### src/rtl/lsu_bus_unit_if.sv
// Execute-side request/response and memory-bus signals of the load/store unit.
// The slave modport is the unit's view, and the master modport is the surrounding logic's view.
interface lsu_bus_unit_if #(
  parameter int XLEN = 64,
  parameter int AW   = 64
);
  logic              req_valid;
  logic              req_ready;
  logic [AW-1:0]     req_addr;
  logic              req_wen;
  logic [1:0]        req_size;
  logic              req_signed;
  logic [XLEN-1:0]   req_wdata;

  logic              resp_valid;
  logic              resp_ready;
  logic [XLEN-1:0]   resp_rdata;
  logic [1:0]        resp_err;

  logic              mem_req_valid;
  logic              mem_req_ready;
  logic [AW-1:0]     mem_addr;
  logic              mem_wen;
  logic [XLEN-1:0]   mem_wdata;
  logic [XLEN/8-1:0] mem_wmask;
  logic              mem_resp_valid;
  logic [XLEN-1:0]   mem_rdata;
  logic              mem_resp_err;

  modport slave (
    input  req_valid, req_addr, req_wen, req_size, req_signed, req_wdata,
    output req_ready,
    output resp_valid, resp_rdata, resp_err,
    input  resp_ready,
    output mem_req_valid, mem_addr, mem_wen, mem_wdata, mem_wmask,
    input  mem_req_ready, mem_resp_valid, mem_rdata, mem_resp_err
  );

  modport master (
    output req_valid, req_addr, req_wen, req_size, req_signed, req_wdata,
    input  req_ready,
    input  resp_valid, resp_rdata, resp_err,
    output resp_ready,
    input  mem_req_valid, mem_addr, mem_wen, mem_wdata, mem_wmask,
    output mem_req_ready, mem_resp_valid, mem_rdata, mem_resp_err
  );
endinterface

### src/rtl/lsu_bus_unit.sv
// Load/store unit: one aligned bus beat per request; accept->resp 3 cycles (1 on misalign).
// req_ready low while busy; bus request and response held stable until their ready.
module lsu_bus_unit #(
  parameter int XLEN    = 64,
  parameter int AW      = 64,
  parameter int TIMEOUT = 255
) (
  input  logic          clock,
  input  logic          reset_n,
  lsu_bus_unit_if.slave bus
);
  localparam int NB  = XLEN / 8;
  localparam int OFF = $clog2(NB);
  localparam int CW  = (TIMEOUT > 0) ? $clog2(TIMEOUT + 1) : 1;

  localparam logic [1:0] ERR_OK    = 2'd0;
  localparam logic [1:0] ERR_ALIGN = 2'd1;
  localparam logic [1:0] ERR_BUS   = 2'd2;
  localparam logic [1:0] ERR_TMO   = 2'd3;

  typedef enum logic [1:0] {IDLE, MREQ, MWAIT, RESP} state_t;

  typedef struct packed {
    logic [OFF-1:0] lane;
    logic           wen;
    logic [1:0]     size;
    logic           sgn;
  } req_t;

  state_t          state, state_n;
  req_t            req_q;
  logic [CW-1:0]   cnt;
  logic [AW-1:0]   mem_addr_q;
  logic            mem_wen_q;
  logic [XLEN-1:0] mem_wdata_q;
  logic [NB-1:0]   mem_wmask_q;
  logic [XLEN-1:0] rdata_q;
  logic [1:0]      err_q;

  logic            req_bad;
  logic            tmo_hit;
  logic            sbit;
  logic [OFF-1:0]  in_lane;
  logic [XLEN-1:0] wdata_sh;
  logic [NB-1:0]   wmask_sh;
  logic [XLEN-1:0] rd_sh;
  logic [XLEN-1:0] keep;
  logic [XLEN-1:0] load_ext;

  assign in_lane  = bus.req_addr[OFF-1:0];
  assign wdata_sh = bus.req_wdata << {in_lane, 3'b000};
  assign wmask_sh = ~({NB{1'b1}} << (4'd1 << bus.req_size)) << in_lane;

  always_comb begin
    req_bad = 1'b0;
    case (bus.req_size)
      2'd0:    req_bad = 1'b0;
      2'd1:    req_bad = bus.req_addr[0];
      2'd2:    req_bad = |bus.req_addr[1:0];
      default: req_bad = |bus.req_addr[2:0];
    endcase
    if (32'(bus.req_size) > OFF) req_bad = 1'b1;
  end

  // Kept field is nbytes wide; sign bit is the top of that field.
  assign rd_sh = bus.mem_rdata >> {req_q.lane, 3'b000};
  assign keep  = ~({XLEN{1'b1}} << (7'd8 << req_q.size));

  always_comb begin
    sbit = 1'b0;
    case (req_q.size)
      2'd0:    sbit = rd_sh[7];
      2'd1:    sbit = rd_sh[15];
      2'd2:    sbit = rd_sh[31];
      default: sbit = rd_sh[XLEN-1];
    endcase
  end

  assign load_ext = (rd_sh & keep) | ({XLEN{req_q.sgn & sbit}} & ~keep);

  // Fires on the cycle whose increment would make the count reach TIMEOUT.
  assign tmo_hit = (TIMEOUT != 0) && (cnt == CW'(TIMEOUT - 1));

  always_ff @(posedge clock or negedge reset_n) begin
    if (!reset_n) state <= IDLE;
    else          state <= state_n;
  end

  always_comb begin
    state_n = state;
    case (state)
      IDLE:    if (bus.req_valid) state_n = req_bad ? RESP : MREQ;
      MREQ:    if (bus.mem_req_ready) state_n = MWAIT;
      MWAIT:   if (bus.mem_resp_valid || tmo_hit) state_n = RESP;
      RESP:    if (bus.resp_ready) state_n = IDLE;
      default: state_n = IDLE;
    endcase
  end

  always_ff @(posedge clock or negedge reset_n) begin
    if (!reset_n) begin
      req_q       <= '0;
      cnt         <= '0;
      mem_addr_q  <= '0;
      mem_wen_q   <= 1'b0;
      mem_wdata_q <= '0;
      mem_wmask_q <= '0;
      rdata_q     <= '0;
      err_q       <= ERR_OK;
    end else begin
      case (state)
        IDLE: if (bus.req_valid) begin
          req_q <= '{lane: in_lane, wen: bus.req_wen, size: bus.req_size, sgn: bus.req_signed};
          if (req_bad) begin
            rdata_q <= '0;
            err_q   <= ERR_ALIGN;
          end else begin
            mem_addr_q  <= {bus.req_addr[AW-1:OFF], {OFF{1'b0}}};
            mem_wen_q   <= bus.req_wen;
            mem_wdata_q <= bus.req_wen ? wdata_sh : '0;
            mem_wmask_q <= bus.req_wen ? wmask_sh : '0;
          end
        end
        MREQ: if (bus.mem_req_ready) cnt <= '0;
        MWAIT: begin
          cnt <= cnt + CW'(1);
          if (bus.mem_resp_valid) begin
            err_q   <= bus.mem_resp_err ? ERR_BUS : ERR_OK;
            rdata_q <= (req_q.wen || bus.mem_resp_err) ? '0 : load_ext;
          end else if (tmo_hit) begin
            err_q   <= ERR_TMO;
            rdata_q <= '0;
          end
        end
        default: ;
      endcase
    end
  end

  assign bus.req_ready     = (state == IDLE) && reset_n;
  assign bus.resp_valid    = (state == RESP);
  assign bus.resp_rdata    = rdata_q;
  assign bus.resp_err      = err_q;
  assign bus.mem_req_valid = (state == MREQ);
  assign bus.mem_addr      = mem_addr_q;
  assign bus.mem_wen       = mem_wen_q;
  assign bus.mem_wdata     = mem_wdata_q;
  assign bus.mem_wmask     = mem_wmask_q;
endmodule

### src/flat_wrapper.sv
// flat-port wrapper written by rule: the top's interface ports become plain ports
module lsu_bus_unit_flat 
#(
  parameter int XLEN    = 64,
  parameter int AW      = 64,
  parameter int TIMEOUT = 255
)
  (clock, reset_n, bus_req_valid, bus_req_addr, bus_req_wen, bus_req_size, bus_req_signed, bus_req_wdata, bus_req_ready, bus_resp_valid, bus_resp_rdata, bus_resp_err, bus_resp_ready, bus_mem_req_valid, bus_mem_addr, bus_mem_wen, bus_mem_wdata, bus_mem_wmask, bus_mem_req_ready, bus_mem_resp_valid, bus_mem_rdata, bus_mem_resp_err);
  lsu_bus_unit_if #(.XLEN(XLEN), .AW(AW)) bus_i ();
  input  logic clock;
  input  logic reset_n;
  input wire logic [$bits(bus_i.req_valid)-1:0] bus_req_valid;
  input wire logic [$bits(bus_i.req_addr)-1:0] bus_req_addr;
  input wire logic [$bits(bus_i.req_wen)-1:0] bus_req_wen;
  input wire logic [$bits(bus_i.req_size)-1:0] bus_req_size;
  input wire logic [$bits(bus_i.req_signed)-1:0] bus_req_signed;
  input wire logic [$bits(bus_i.req_wdata)-1:0] bus_req_wdata;
  output wire logic [$bits(bus_i.req_ready)-1:0] bus_req_ready;
  output wire logic [$bits(bus_i.resp_valid)-1:0] bus_resp_valid;
  output wire logic [$bits(bus_i.resp_rdata)-1:0] bus_resp_rdata;
  output wire logic [$bits(bus_i.resp_err)-1:0] bus_resp_err;
  input wire logic [$bits(bus_i.resp_ready)-1:0] bus_resp_ready;
  output wire logic [$bits(bus_i.mem_req_valid)-1:0] bus_mem_req_valid;
  output wire logic [$bits(bus_i.mem_addr)-1:0] bus_mem_addr;
  output wire logic [$bits(bus_i.mem_wen)-1:0] bus_mem_wen;
  output wire logic [$bits(bus_i.mem_wdata)-1:0] bus_mem_wdata;
  output wire logic [$bits(bus_i.mem_wmask)-1:0] bus_mem_wmask;
  input wire logic [$bits(bus_i.mem_req_ready)-1:0] bus_mem_req_ready;
  input wire logic [$bits(bus_i.mem_resp_valid)-1:0] bus_mem_resp_valid;
  input wire logic [$bits(bus_i.mem_rdata)-1:0] bus_mem_rdata;
  input wire logic [$bits(bus_i.mem_resp_err)-1:0] bus_mem_resp_err;
  assign bus_i.req_valid = bus_req_valid;
  assign bus_i.req_addr = bus_req_addr;
  assign bus_i.req_wen = bus_req_wen;
  assign bus_i.req_size = bus_req_size;
  assign bus_i.req_signed = bus_req_signed;
  assign bus_i.req_wdata = bus_req_wdata;
  assign bus_req_ready = bus_i.req_ready;
  assign bus_resp_valid = bus_i.resp_valid;
  assign bus_resp_rdata = bus_i.resp_rdata;
  assign bus_resp_err = bus_i.resp_err;
  assign bus_i.resp_ready = bus_resp_ready;
  assign bus_mem_req_valid = bus_i.mem_req_valid;
  assign bus_mem_addr = bus_i.mem_addr;
  assign bus_mem_wen = bus_i.mem_wen;
  assign bus_mem_wdata = bus_i.mem_wdata;
  assign bus_mem_wmask = bus_i.mem_wmask;
  assign bus_i.mem_req_ready = bus_mem_req_ready;
  assign bus_i.mem_resp_valid = bus_mem_resp_valid;
  assign bus_i.mem_rdata = bus_mem_rdata;
  assign bus_i.mem_resp_err = bus_mem_resp_err;
  lsu_bus_unit #(.XLEN(XLEN), .AW(AW), .TIMEOUT(TIMEOUT)) u_core (.clock(clock), .reset_n(reset_n), .bus(bus_i));
endmodule
### config.mk
export PLATFORM = sky130hd
export DESIGN_NAME = lsu_bus_unit_flat
export DESIGN_NICKNAME = d
export VERILOG_FILES = /design/src/rtl/lsu_bus_unit_if.sv /design/src/rtl/lsu_bus_unit.sv /design/src/flat_wrapper.sv
export SDC_FILE = /design/constraint.sdc
export NUM_CORES = 1
export LEC_CHECK = 0
export BUFFER_PORTS_ARGS = -buffer_cell sky130_fd_sc_hd__clkbuf_2
export CELL_PAD_IN_SITES_DETAIL_PLACEMENT = 0
export CELL_PAD_IN_SITES_GLOBAL_PLACEMENT = 1
export CORE_MARGIN = 5
export CORE_UTILIZATION = 35
export CTS_BUF_LIST = sky130_fd_sc_hd__clkbuf_8 sky130_fd_sc_hd__clkbuf_16
export DETAILED_ROUTE_END_ITERATION = 16
export PLACE_DENSITY_LB_ADDON = 0.1
export SLEW_MARGIN = 0
export SYNTH_ARGS = -nofsm -noshare
export SYNTH_HDL_FRONTEND = slang
export SYNTH_SLANG_ARGS = --single-unit
### constraint.sdc
create_clock -name clock -period 4.4 [get_ports clock]
set_input_delay 0.22 -clock clock [delete_from_list [all_inputs] [get_ports clock]]
set_output_delay 0.22 -clock clock [all_outputs]
set_load 0.01 [all_outputs]
# --- Yosys cells after proc, flatten, opt, wreduce, memory -nomap -nowiden ---
# Cells that the tools add are included.
op_classes:
  bitwise_logic: 8
  n_eq_ne: 14
  reduce_logical: 15
  mux: 24
  shift: 7
  add_sub_neg: 1
op_table:
  columns: ["op", "n"]
  rows:
  - ["$mux 64", 6]
  - ["$and 64x64->64", 2]
  - ["$not 64->64", 2]
  - ["$pmux 64 s2", 1]
  - ["$or 64x64->64", 1]
  - ["$shl 64x6->64", 1]
  - ["$shl 64x7->64 const A", 1]
  - ["$shr 64x6->64", 1]
  - ["$mux 2", 10]
  - ["$mux 8", 2]
  - ["$pmux 8 s2", 1]
  - ["$add 8x1->8 const B", 1]
  - ["$eq 2x2->1 const B", 4]
  - ["$eq 8x8->1 const B", 1]
  - ["$ne 2x1->1 const B", 4]
  - ["$not 8->8", 1]
  - ["$pmux 2 s4", 1]
  - ["$reduce_and 4->1", 2]
  - ["$shl 8x3->8", 1]
  - ["$shl 8x4->8 const A", 1]
  - ["$shl 4x2->7 const A", 1]
  - ["$eq 2x1->1 const B", 3]
  - ["$logic_not 2->1", 3]
  - ["$pmux 1 s3", 2]
  - ["other kinds (13)", 16]
word_totals:
  wordCells: 81
  register_bits: 217
  in_bits: 203

# --- Logic depth before layout (Yosys ltp) ---
# Gate-level depths: netlist of the first run.
depth:
  word_depth: 9
  mapped_depth: 9
  mapped_depth_nobuf: 7

# --- Least setup slack after synthesis of the first run ---
# OpenSTA, ideal clock, no wires.
synth_path:
  path_kind: "reg2reg"
  start: "register u_core.req_q[4] (netlist name)"
  end: "register u_core.rdata_q[58], in the netlist u_core.bus.resp_rdata[58]"
  synth_period_minus_slack_ps: 1979
  arrival_time_ps: 1851
  n_path_buf: 1
  slack_ps: 2421
  path_stages_with_launch: 7
  t_required_ps: 4272
  path_cell_list: "dfrtp_1 mux4_2 mux2i_1 nor4_1 a311oi_4 buf_6 o31ai_1"
synth_between:
  elab_chain_len: 8
  elab_cells_between_ends: 9
  classes_between: "shift (1); mux (4); bitwise (4)"
synth_lines:
  columns: ["element", "line", "source"]
  rows:
  - ["start: declaration", "lsu_bus_unit.sv:31", "req_t req_q;"]
  - ["start signal: assignment", "lsu_bus_unit.sv:113", "req_q <= '{lane: in_lane, wen: bus.req_wen, size: bus.req_size, sgn: bus.req_signed};"]
  - ["$shr 64x6->64 *", "lsu_bus_unit.sv:66", "assign rd_sh = bus.mem_rdata >> {req_q.lane, 3'b000};"]
  - ["$pmux 1 s3", "lsu_bus_unit.sv:71", "case (req_q.size)"]
  - ["$and 1x1->1", "lsu_bus_unit.sv:79", "assign load_ext = (rd_sh & keep) | ({XLEN{req_q.sgn & sbit}} & ~keep);"]
  - ["$and 64x64->64", "lsu_bus_unit.sv:79", null]
  - ["$or 64x64->64 *", "lsu_bus_unit.sv:79", null]
  - ["$mux 64 *", "lsu_bus_unit.sv:129", "rdata_q <= (req_q.wen || bus.mem_resp_err) ? '0 : load_ext;"]
  - ["$mux 64 *", "lsu_bus_unit.sv:127", "if (bus.mem_resp_valid) begin"]
  - ["$pmux 64 s2 *", "lsu_bus_unit.sv:111", "case (state)"]
  - ["end signal: assignment", "lsu_bus_unit.sv:129", null]
  - ["end: declaration", "lsu_bus_unit.sv:37", "logic [XLEN-1:0] rdata_q;"]
# Mark *: on every way between the ends. The rest lies on a longest branch, timed or not.
# A chain may end at the register's enable or synchronous reset.

# --- Final worst setup path of the first run ---
# Ends and elaborated chain as after synthesis.

==> run metrics, run 1 <==
Reg clk slew, reported paths=0.07 ns; Post-Syn Area=0.0119 sq mm; post-cts sizing count=0; Peak VDD IR=0.000374 V; Congestion Overflow GR=0; Pre-antenna DRT Iters=6; count of flip-flops with a built-in enable after synthesis=0; final slew viol count=0; CP startpoint kind=flop; Slew headroom=18.3%; power share of the sequential group=33.9%; multi-input logic area=0.00602 sq mm; clock sinks=217; Final Hold Viols=0; die height=195 um; vias=10600; Crit path largest cell delay=0.91 ns; Critical Path AT=3.35 ns; NetSw=4.11 mW; first-pass GRT wire length=66200 um; DRC viols=0; Post-synth ARST share=100%; clk root buf=clkbuf_16; # rows=67; Die ar.=0.0378 sq mm; share of the synthesized area in the top cell type=45.6%; wire length per cell=21.4 um; Slowest cell on crit path=dfrtp_4; post-layout min period=2.97 ns; CTS tree=built; Initial Util=35.5%; CTS HTree Levels=1; CP Data Required Time=4.78 ns; Max Cap Viol=0; Comb power frac=43.0%; Layout area overhead=33.6%; die span in x=195 um; IO Port Bufs=405; Crit Path Category=reg2reg; post-route setup slack=1.43 ns; worst path cell trace=mux4_2, mux2i_1, nor4_1, a311oi_4, buf_4, o31ai_1; Worst Tran Pin Value=1.23 ns; HPWL after DPL=31500 um; post-synthesis sequential area ratio=45.6%; clk_lat worst skew=0.55 ns; I/O pin cnt=409; share of layout cells above drive strength 1=40.2%; skew final=0.0136 ns; RSZ-0062 raised after global routing=false; post-route ant nets=0; Crit. End Element=flop; dominant cells by area after synthesis=dfrtp_1 (46%), mux2_2 (9.9%), mux4_2 (7.6%); Unique masters post-synth=59; nets=1751; Yosys top cell by area=dfrtp_1; final RePlAce weighted congestion=0.912; gr usage total=21.8%; Tcrit/Tclk final=67.4%; DR iter-0 viols=648; pin count of the biggest net entering global routing=99; Tot Pwr=10.2 mW; Leak=7.69 nW; total core area=0.0335 sq mm; leading register cell type out of synthesis=dfrtp_1; status=completed; DP Worst Slack=1.44 ns; flip-flop and latch area=0.00543 sq mm; final wirelength=43000 um; final setup TNS=0 ns; Hold Path Class=in2reg; crit path max fanout=55; CTS max path bufs=3; Mean Syn Cell Area=10.7 sq um; number of setup violations in the final report=0; antenna violations before repair=2; Filler cells=3234; Num CTS Buffers=27; Synth Warn #=0; sw frac=40.1%; Max Clk Rate=337 MHz; Clk pwr share=23.1%; vias in the first global route=10800; #FFs+latches synth=217; Internal=6.13 mW; Cells after Synth=1110; Power Dens Cells=643 mW/mm^2; DR vias/cell=5.28
[cells in the final DEF, fill, tap and decap left out, types with 7 or more instances in the layout]
| cell | count |
|---|---|
| clkbuf_2 | 403 |
| dfrtp_1 | 216 |
| nand2_1 | 165 |
| o21ai_0 | 109 |
| mux2_2 | 105 |
| dlygate4sd3_1 | 72 |
| mux2i_1 | 67 |
| a21oi_1 | 42 |
| mux4_2 | 40 |
| nor2_1 | 36 |
| o21ai_1 | 28 |
| a22o_1 | 27 |
| clkbuf_16 | 27 |
| a22oi_1 | 24 |
| a211oi_1 | 17 |
| o22ai_1 | 16 |
| nor2b_1 | 15 |
| buf_4 | 15 |
| inv_1 | 11 |
| a32oi_1 | 9 |
| nor3_1 | 8 |
| a221oi_1 | 7 |
| ha_1 | 7 |
[cell type report]
type                    instances  share of cell area, %
multi-input cells             792                   37.8
flip-flops and latches        217                   34.1
repair buffers                493                   18.3
clock buffers                  33                   4.76
well taps                     448                   3.52
clock inverters                16                   1.25
inverters                      10                  0.236
diodes                          2                 0.0314
[logic make-up after synthesis]
family	count (synthesis)	share of synthesized area (%)
buffers and inverters	103	4.12
AO/OA/AOI/OAI	308	16.6
XOR/XNOR	4	0.294
adder cells (fa/ha/maj)	7	0.735
other	1	0.0315
flip-flops	217	45.6
AND/OR/NAND/NOR	258	9.50
multiplexers	212	23.1
[worst max-delay path, delay by kind of cell (launching register included)]
| family | cells | cell delay [ns] |
|---|---|---|
| AOI/OAI and AO/OA | 2 | 0.44 |
| and+or+nand+nor | 1 | 0.13 |
| muxes | 2 | 0.92 |
| buffers and inverters | 1 | 0.38 |
| DFF | 1 | 0.91 |
[metal layers]
metal | wire length [um] | up-vias | global-route usage (%)
li1 | - | 4949 | -
met1 | 19000 | 5224 | 30.4
met2 | 19700 | 386 | 33.8
met3 | 2850 | 63 | 5.00
met4 | 1390 | 0 | 6.98
met5 | 0 | - | 0
[flip-flops by register name, summed over array words and instances, names as in the netlist]
| name | count |
|---|---|
| u_core.bus.mem_wdata | 64 |
| u_core.bus.resp_rdata | 64 |
| u_core.bus.mem_addr | 61 |
| u_core.bus.mem_wmask | 8 |
| u_core.cnt | 8 |
| u_core.req_q | 7 |
| u_core.bus.resp_err | 2 |
| u_core.state | 2 |
| u_core.bus.mem_wen | 1 |
[cell usage after synthesis, drive strengths merged, types with 2 or more instances]
library cell	count
dfrtp	217
nand2	165
o21ai	137
mux2	105
mux2i	67
buf	50
clkbuf	43
a21oi	42
mux4	40
nor2	38
a22o	27
a22oi	24
a211oi	18
o22ai	16
nor2b	15
a32oi	9
a221oi	8
inv	8
nor3	8
ha	7
o31ai	7
and3b	6
a21o	5
nand3	4
nand4	4
xor2	4
nand2b	3
nor3b	3
nor4	3
or2	3
or3	3
a311oi	2
and2	2
clkinv	2
o2111ai	2
o21a	2
o32a	2
[repair_timing]
item                      CTS  global route
buffers inserted            0             0
hold buffers               72             0
hold endpoints to repair  149             0
[power groups by stage]
stage / registers [mW] / logic (mW) / clock network, mW
2_1_floorplan: 3.58 / 2.54 / 0
3_3_place_gp: 3.49 / 4.37 / 0
3_5_place_dp: 3.50 / 4.39 / 0
4_1_cts: 3.47 / 4.45 / 2.44
5_1_grt: 3.60 / 4.81 / 2.50
6_report: 3.48 / 4.40 / 2.36
[path summary, 6_finish.rpt]
path	depth (start not counted)	startpoint	endpoint	slack [ns]
setup / recovery	6	u_core.req_q[4]	u_core.bus.resp_rdata[58]	1.43
hold / removal	3	bus_req_wdata[15]	u_core.bus.mem_wdata[15]	0.03
setup reg to reg	6	u_core.req_q[4]	u_core.bus.resp_rdata[58]	1.43
hold reg to reg	2	u_core.bus.resp_rdata[60]	u_core.bus.resp_rdata[60]	0.47
max in group asynchronous	3	reset_n	u_core.bus.resp_rdata[52]	2.82
min in group asynchronous	2	reset_n	u_core.bus.resp_rdata[4]	0.25
[stage by stage]
stage	hold slack, ns	area [sq um]	util [%]	cells
floorplan	-0.0756	11900	-	1112
global placement	0.258	14200	42.4	1888
detailed placement	0.256	14200	42.4	1888
CTS	0.00467	15900	47.5	2009
global route	0.0344	15900	47.5	2011
finish	0.0331	15900	47.5	2011
Power figures use the tool's default switching activity.
==> inputs of run 2 (changes only) <==
==> constraint.sdc (replaced) <==
create_clock -name clock -period 2.44 [get_ports clock]
set_input_delay 0.122 -clock clock [delete_from_list [all_inputs] [get_ports clock]]
set_output_delay 0.122 -clock clock [all_outputs]
set_load 0.01 [all_outputs]
==> run metrics, run 2 (synthesis gave the netlist of run 1 again) <==
HPWL after DPL=32700 um (+3.7%); path length in cells of the critical path=6 (unchanged); Die ar.=0.0378 sq mm (unchanged); post-route setup slack=0.203 ns (-1.23 ns); RSZ-0062 raised after global routing=false; CP Data Required Time=2.85 ns (-1.93 ns); Reg clk slew, reported paths=0.06 ns (about the same); r2r startpoint=u_core.req_q[6]; Peak VDD IR=0.000544 V (+46%); clk root buf=clkbuf_16; nets=1796 (+2.6%); Crit. Startpoint=u_core.req_q[6]; status=completed; CTS max path bufs=3 (unchanged); DRC viols=0 (unchanged); Final Hold Viols=0 (unchanged); post-layout min period=2.24 ns (-0.730 ns); die span in x=195 um (unchanged); final setup TNS=0 ns (unchanged); DP Worst Slack=0.113 ns (-1.33 ns); Filler cells=3179 (-1.7%); delay-heaviest family, CP=multiplexers; final RePlAce weighted congestion=0.887 (-2.8%); skew final=0.0115 ns (-0.00216 ns); most common cell after layout, fill and taps aside=clkbuf_2; Layout area overhead=36.6%; most frequent cells in the layout=clkbuf_2 (403), dfrtp_1 (216), nand2_1 (165); share of layout cells above drive strength 1=40.7% (+0.58 points); post-route design area=0.0163 sq mm (+2.2%); clock sinks=217 (unchanged); number of setup violations in the final report=0 (unchanged); total core area=0.0335 sq mm (unchanged); r2r endpoint=u_core.bus.resp_rdata[58]; I/O pin cnt=409 (unchanged); Tcrit/Tclk final=91.7% (+24 points); fin util=48.5% (+1.1 points); first-pass GRT wire length=68300 um (+3.1%); Power Dens Cells=1140 mW/mm^2 (+77%); Max Clk Rate=447 MHz (+33%); area of placed instances=0.0146 sq mm (+2.4%); Pre-antenna DRT Iters=5 (-1); Num CTS Buffers=26 (-3.7%); DR iter-0 viols=697 (+7.6%); clk_lat worst skew=0.54 ns (about the same); post-route ant nets=0 (unchanged); final slew viol count=0 (unchanged); IO Port Bufs=405 (unchanged); worst path cell trace=mux4_2, mux2i_1, nor4_1, a311oi_4, buf_12, o31ai_1; placed insts=1921 (+1.7%); gr usage total=22.5% (+0.70 points); Worst Tran Pin Value=0.774 ns (-0.451 ns); CP Capture Point=u_core.bus.resp_rdata[58]; Slew headroom=48.4% (+30 points); flip-flop and latch area=0.00543 sq mm (unchanged); Crit. End Element=flop; Crit Path Category=reg2reg; multi-input logic area=0.00602 sq mm (+0.10%); # rows=67 (unchanged); Crit path largest cell delay=0.56 ns (-0.35 ns); Max Cap Viol=0 (unchanged); wire length per cell=21.5 um (+0.39%); crit path max fanout=32 (-42%); CTS tree=built; Worst R2R Path Depth=6 (unchanged); vias=10700 (+0.68%); worst path bufs/invs=1 (unchanged); Initial Util=35.5% (unchanged); CTS HTree Levels=1 (unchanged); Leak=7.89 nW (+2.6%); final wirelength=44100 um (+2.6%); vias in the first global route=11100 (+2.5%); Slowest cell on crit path=mux4_2; die height=195 um (unchanged); Congestion Overflow GR=0 (unchanged); DR vias/cell=5.20 (-1.5%); Fin Hold WS=0.0327 ns (-0.000415 ns); CP startpoint kind=flop; Hold Path Class=in2reg; fin cells=2055 (+2.2%); pin count of the biggest net entering global routing=113 (+14%); antenna violations before repair=2 (unchanged); post-CTS setup buffers=0 (unchanged); Tot Pwr=18.5 mW (+81%); Critical Path AT=2.64 ns (-0.71 ns); FF-to-FF setup slack=0.20 ns (-1.23 ns)
run 2: cell count changes in the layout (fill, tap and decap cells not counted):
cell / previous run / this run
buf_4: 15 / 41
dlygate4sd3_1: 72 / 85
buf_12: 2 / 9
inv_1: 11 / 16
clkbuf_8: 6 / 3
clkinvlp_4: 0 / 3
bufinv_16: 4 / 2
clkinv_2: 6 / 4
clkinv_4: 2 / 0
a221oi_1: 7 / 6
a221oi_2: 0 / 1
clkbuf_16: 27 / 26
clkinv_8: 0 / 1
inv_16: 1 / 0
run 2: where the power goes:
part / switching, mW / internal (mW)
registers: 0.958 / 5.04
logic: 4.95 / 3.75
clock network: 1.59 / 2.24
total: 7.50 / 11.0
run 2: worst min-delay path: cells and delay by family:
family | cells | cell delay (ns)
AO/OA/AOI/OAI | 2 | 0.26
buffers and inverters | 1 | 0.14
run 2: area by class of cell:
cell class / instances / area share (%)
multi-input cells: 792 / 37.0
clock inverters: 18 / 0.915
well taps: 448 / 3.44
inverters: 10 / 0.231
flip-flops and latches: 217 / 33.4
clock buffers: 29 / 4.25
diodes: 2 / 0.0308
repair buffers: 539 / 20.7
run 2: how the worst min path moves through the flow:
| stage | end | cells after the start | start |
|---|---|---|---|
| final | u_core.bus.resp_rdata[59] | 3 | bus_mem_rdata[59] |
| after global routing | u_core.bus.resp_rdata[61] | 3 | bus_mem_rdata[61] |
| after CTS | u_core.bus.resp_rdata[61] | 3 | bus_mem_rdata[61] |
| after detailed placement | u_core.bus.resp_rdata[56] | 1 | reset_n |
| after global placement | u_core.bus.resp_rdata[56] | 1 | reset_n |
| after floorplan | u_core.bus.mem_addr[10] | 0 | reset_n |
run 2: repair_timing:
action | CTS | global route
gates resized for setup | 0 | 1
endpoints found under the setup margin | 0 | 1
hold endpoints to repair | 311 | 0
hold buffers | 85 | 0
run 2: layer usage:
layer / GRT usage (%) / share of wire (%) / vias up
met4: 6.38 / 2.7 / 0
met2: 35.3 / 46 / 402
met5: 0 / 0 / -
met3: 3.76 / 5.8 / 65
met1: 32.2 / 45 / 5186
li1: - / - / 5041
==> inputs of run 3 (changes only) <==
--- a/config.mk
+++ b/config.mk
@@ -13,6 +13,7 @@
 export CTS_BUF_LIST = sky130_fd_sc_hd__clkbuf_8 sky130_fd_sc_hd__clkbuf_16
 export DETAILED_ROUTE_END_ITERATION = 16
 export PLACE_DENSITY_LB_ADDON = 0.1
+export REMOVE_ABC_BUFFERS = 1
 export SLEW_MARGIN = 0
 export SYNTH_ARGS = -nofsm -noshare
 export SYNTH_HDL_FRONTEND = slang
==> run metrics, run 3 (synthesis gave the netlist of run 1 again) <==
status=completed; vias=10800 (+0.97%); Crit. End Element=flop; Max Cap Viol=0 (unchanged); Worst Hold Launch=bus_req_size[1]; Crit Path Category=reg2reg; die height=195 um (unchanged); delay-heaviest family, CP=compound AO/OA/AOI/OAI gates; post-route setup slack=0.129 ns (-0.0748 ns); Layout area overhead=39.1%; Critical Path AT=2.71 ns (+0.07 ns); final RePlAce weighted congestion=0.829 (-6.6%); Worst R2R Path Depth=6 (unchanged); hold depth=3 (unchanged); CTS max path bufs=3 (unchanged); wire length per cell=20.9 um (-2.7%); clk root buf=clkbuf_16; IO Port Bufs=405 (unchanged); vias in the first global route=11200 (+1.6%); Hold Path Class=in2reg; HPWL after DPL=31500 um (-3.8%); Congestion Overflow GR=0 (unchanged); Initial Util=35.5% (unchanged); Peak VDD IR=0.000682 V (+25%); final wirelength=43300 um (-1.8%); post-route design area=0.0166 sq mm (+1.8%); CTS tree=built; most frequent cells in the layout=clkbuf_2 (403), dfrtp_1 (216), nand2_1 (165); die span in x=195 um (unchanged); DR iter-0 viols=505 (-28%); DP Worst Slack=0.167 ns (+0.0536 ns); worst path bufs/invs=1 (unchanged); DRC viols=0 (unchanged); clk_lat worst skew=0.54 ns (about the same); Crit. Startpoint=u_core.req_q[4]; DR vias/cell=5.21 (about the same); Max Clk Rate=433 MHz (-3.2%); RSZ-0062 raised after global routing=false; area of placed instances=0.0147 sq mm (+0.89%); pin count of the biggest net entering global routing=99 (-12%); Die ar.=0.0378 sq mm (unchanged); number of setup violations in the final report=0 (unchanged); crit path max fanout=31 (-3.1%); antenna violations before repair=5 (+3); r2r startpoint=u_core.req_q[4]; worst path cell trace=buf_12, mux4_2, a221oi_1, nor3_1, a22oi_1, o21ai_0; Reg clk slew, reported paths=0.06 ns (about the same); post-layout min period=2.31 ns (+0.0748 ns); # rows=67 (unchanged); total core area=0.0335 sq mm (unchanged); nets=1811 (+0.84%); CP Data Required Time=2.84 ns (about the same); Pre-antenna DRT Iters=5 (unchanged); Crit path largest cell delay=0.57 ns (about the same); share of layout cells above drive strength 1=41.2% (+0.49 points); path length in cells of the critical path=6 (unchanged); CP startpoint kind=flop; I/O pin cnt=409 (unchanged); post-cts sizing count=0 (unchanged); Final Hold Viols=0 (unchanged); skew final=0.0117 ns (+0.000209 ns); final slew viol count=0 (unchanged); first-pass GRT wire length=67500 um (-1.2%); Power Dens Cells=1150 mW/mm^2 (+0.89%); Num CTS Buffers=26 (unchanged); Slowest cell on crit path=a221oi_1; most common cell after layout, fill and taps aside=clkbuf_2; gr usage total=22.2% (-0.25 points); Worst Tran Pin Value=0.982 ns (+0.207 ns); Tcrit/Tclk final=94.7% (+3.1 points); Slew headroom=34.4% (-14 points); Leak=8.02 nW (+1.7%); clock sinks=217 (unchanged); post-route ant nets=0 (unchanged); CTS HTree Levels=1 (unchanged)
-- run 3: cell type report --
cell class                 count  area [sq um]
multi-input combinational    792          6020
clock buffer                  32           733
inverter                      10          37.5
clock inverter                15           214
fill                        3099         17000
antenna                        5          12.5
timing repair buffer         554          3560
tap                          448           561
sequential                   217          5430
-- run 3: power by group --
group	internal, mW	total (mW)	switching, mW
clock	2.65	4.27	1.62
sequential	5.04	5.96	0.924
combinational	3.82	8.80	4.98
-- run 3: worst reg2reg max path: stages (launching register included) --
cell and delay [ns]:
dfrtp_4 0.47, buf_12 0.21, mux4_2 0.54, a221oi_1 0.57, nor3_1 0.13, a22oi_1 0.15
o21ai_0 0.10
-- run 3: worst paths after layout --
path	endpoint	slack, ns
setup / recovery	u_core.bus.resp_rdata[20]	0.13
hold / removal	u_core.req_q[2]	0.04
setup reg to reg	u_core.bus.resp_rdata[20]	0.13
hold reg to reg	u_core.bus.resp_rdata[11]	0.48
max in group asynchronous	u_core.bus.resp_rdata[39]	1.34
min in group asynchronous	u_core.cnt[4]	0.11
-- run 3: layer usage --
metal | GRT usage (%) | vias to the layer above | wire length [um]
li1 | - | 5069 | -
met1 | 30.3 | 5300 | 18700
met2 | 36.0 | 368 | 20600
met3 | 5.18 | 61 | 2990
met4 | 5.86 | 0 | 1080
met5 | 0 | - | 0
-- run 3: through the flow --
step	cells	TNS [ns]	total power [mW]	util, %	hold slack [ns]
final	2073	0	19.0	49.4	0.0394
after detailed placement	1930	0	14.8	43.8	0.122
after global routing	2073	0	20.3	49.4	0.0439
after floorplan	1019	-363.60	10.7	-	-0.174
after global placement	1930	0	14.7	43.8	0.122
after CTS	2068	0	19.3	49.4	0.00927
-- run 3: timing repair --
action / in CTS / in global routing
endpoints found under the hold margin: 168 / 0
hold buffers: 91 / 0
endpoints found under the setup margin: 0 / 0
setup buffers: 0 / 0
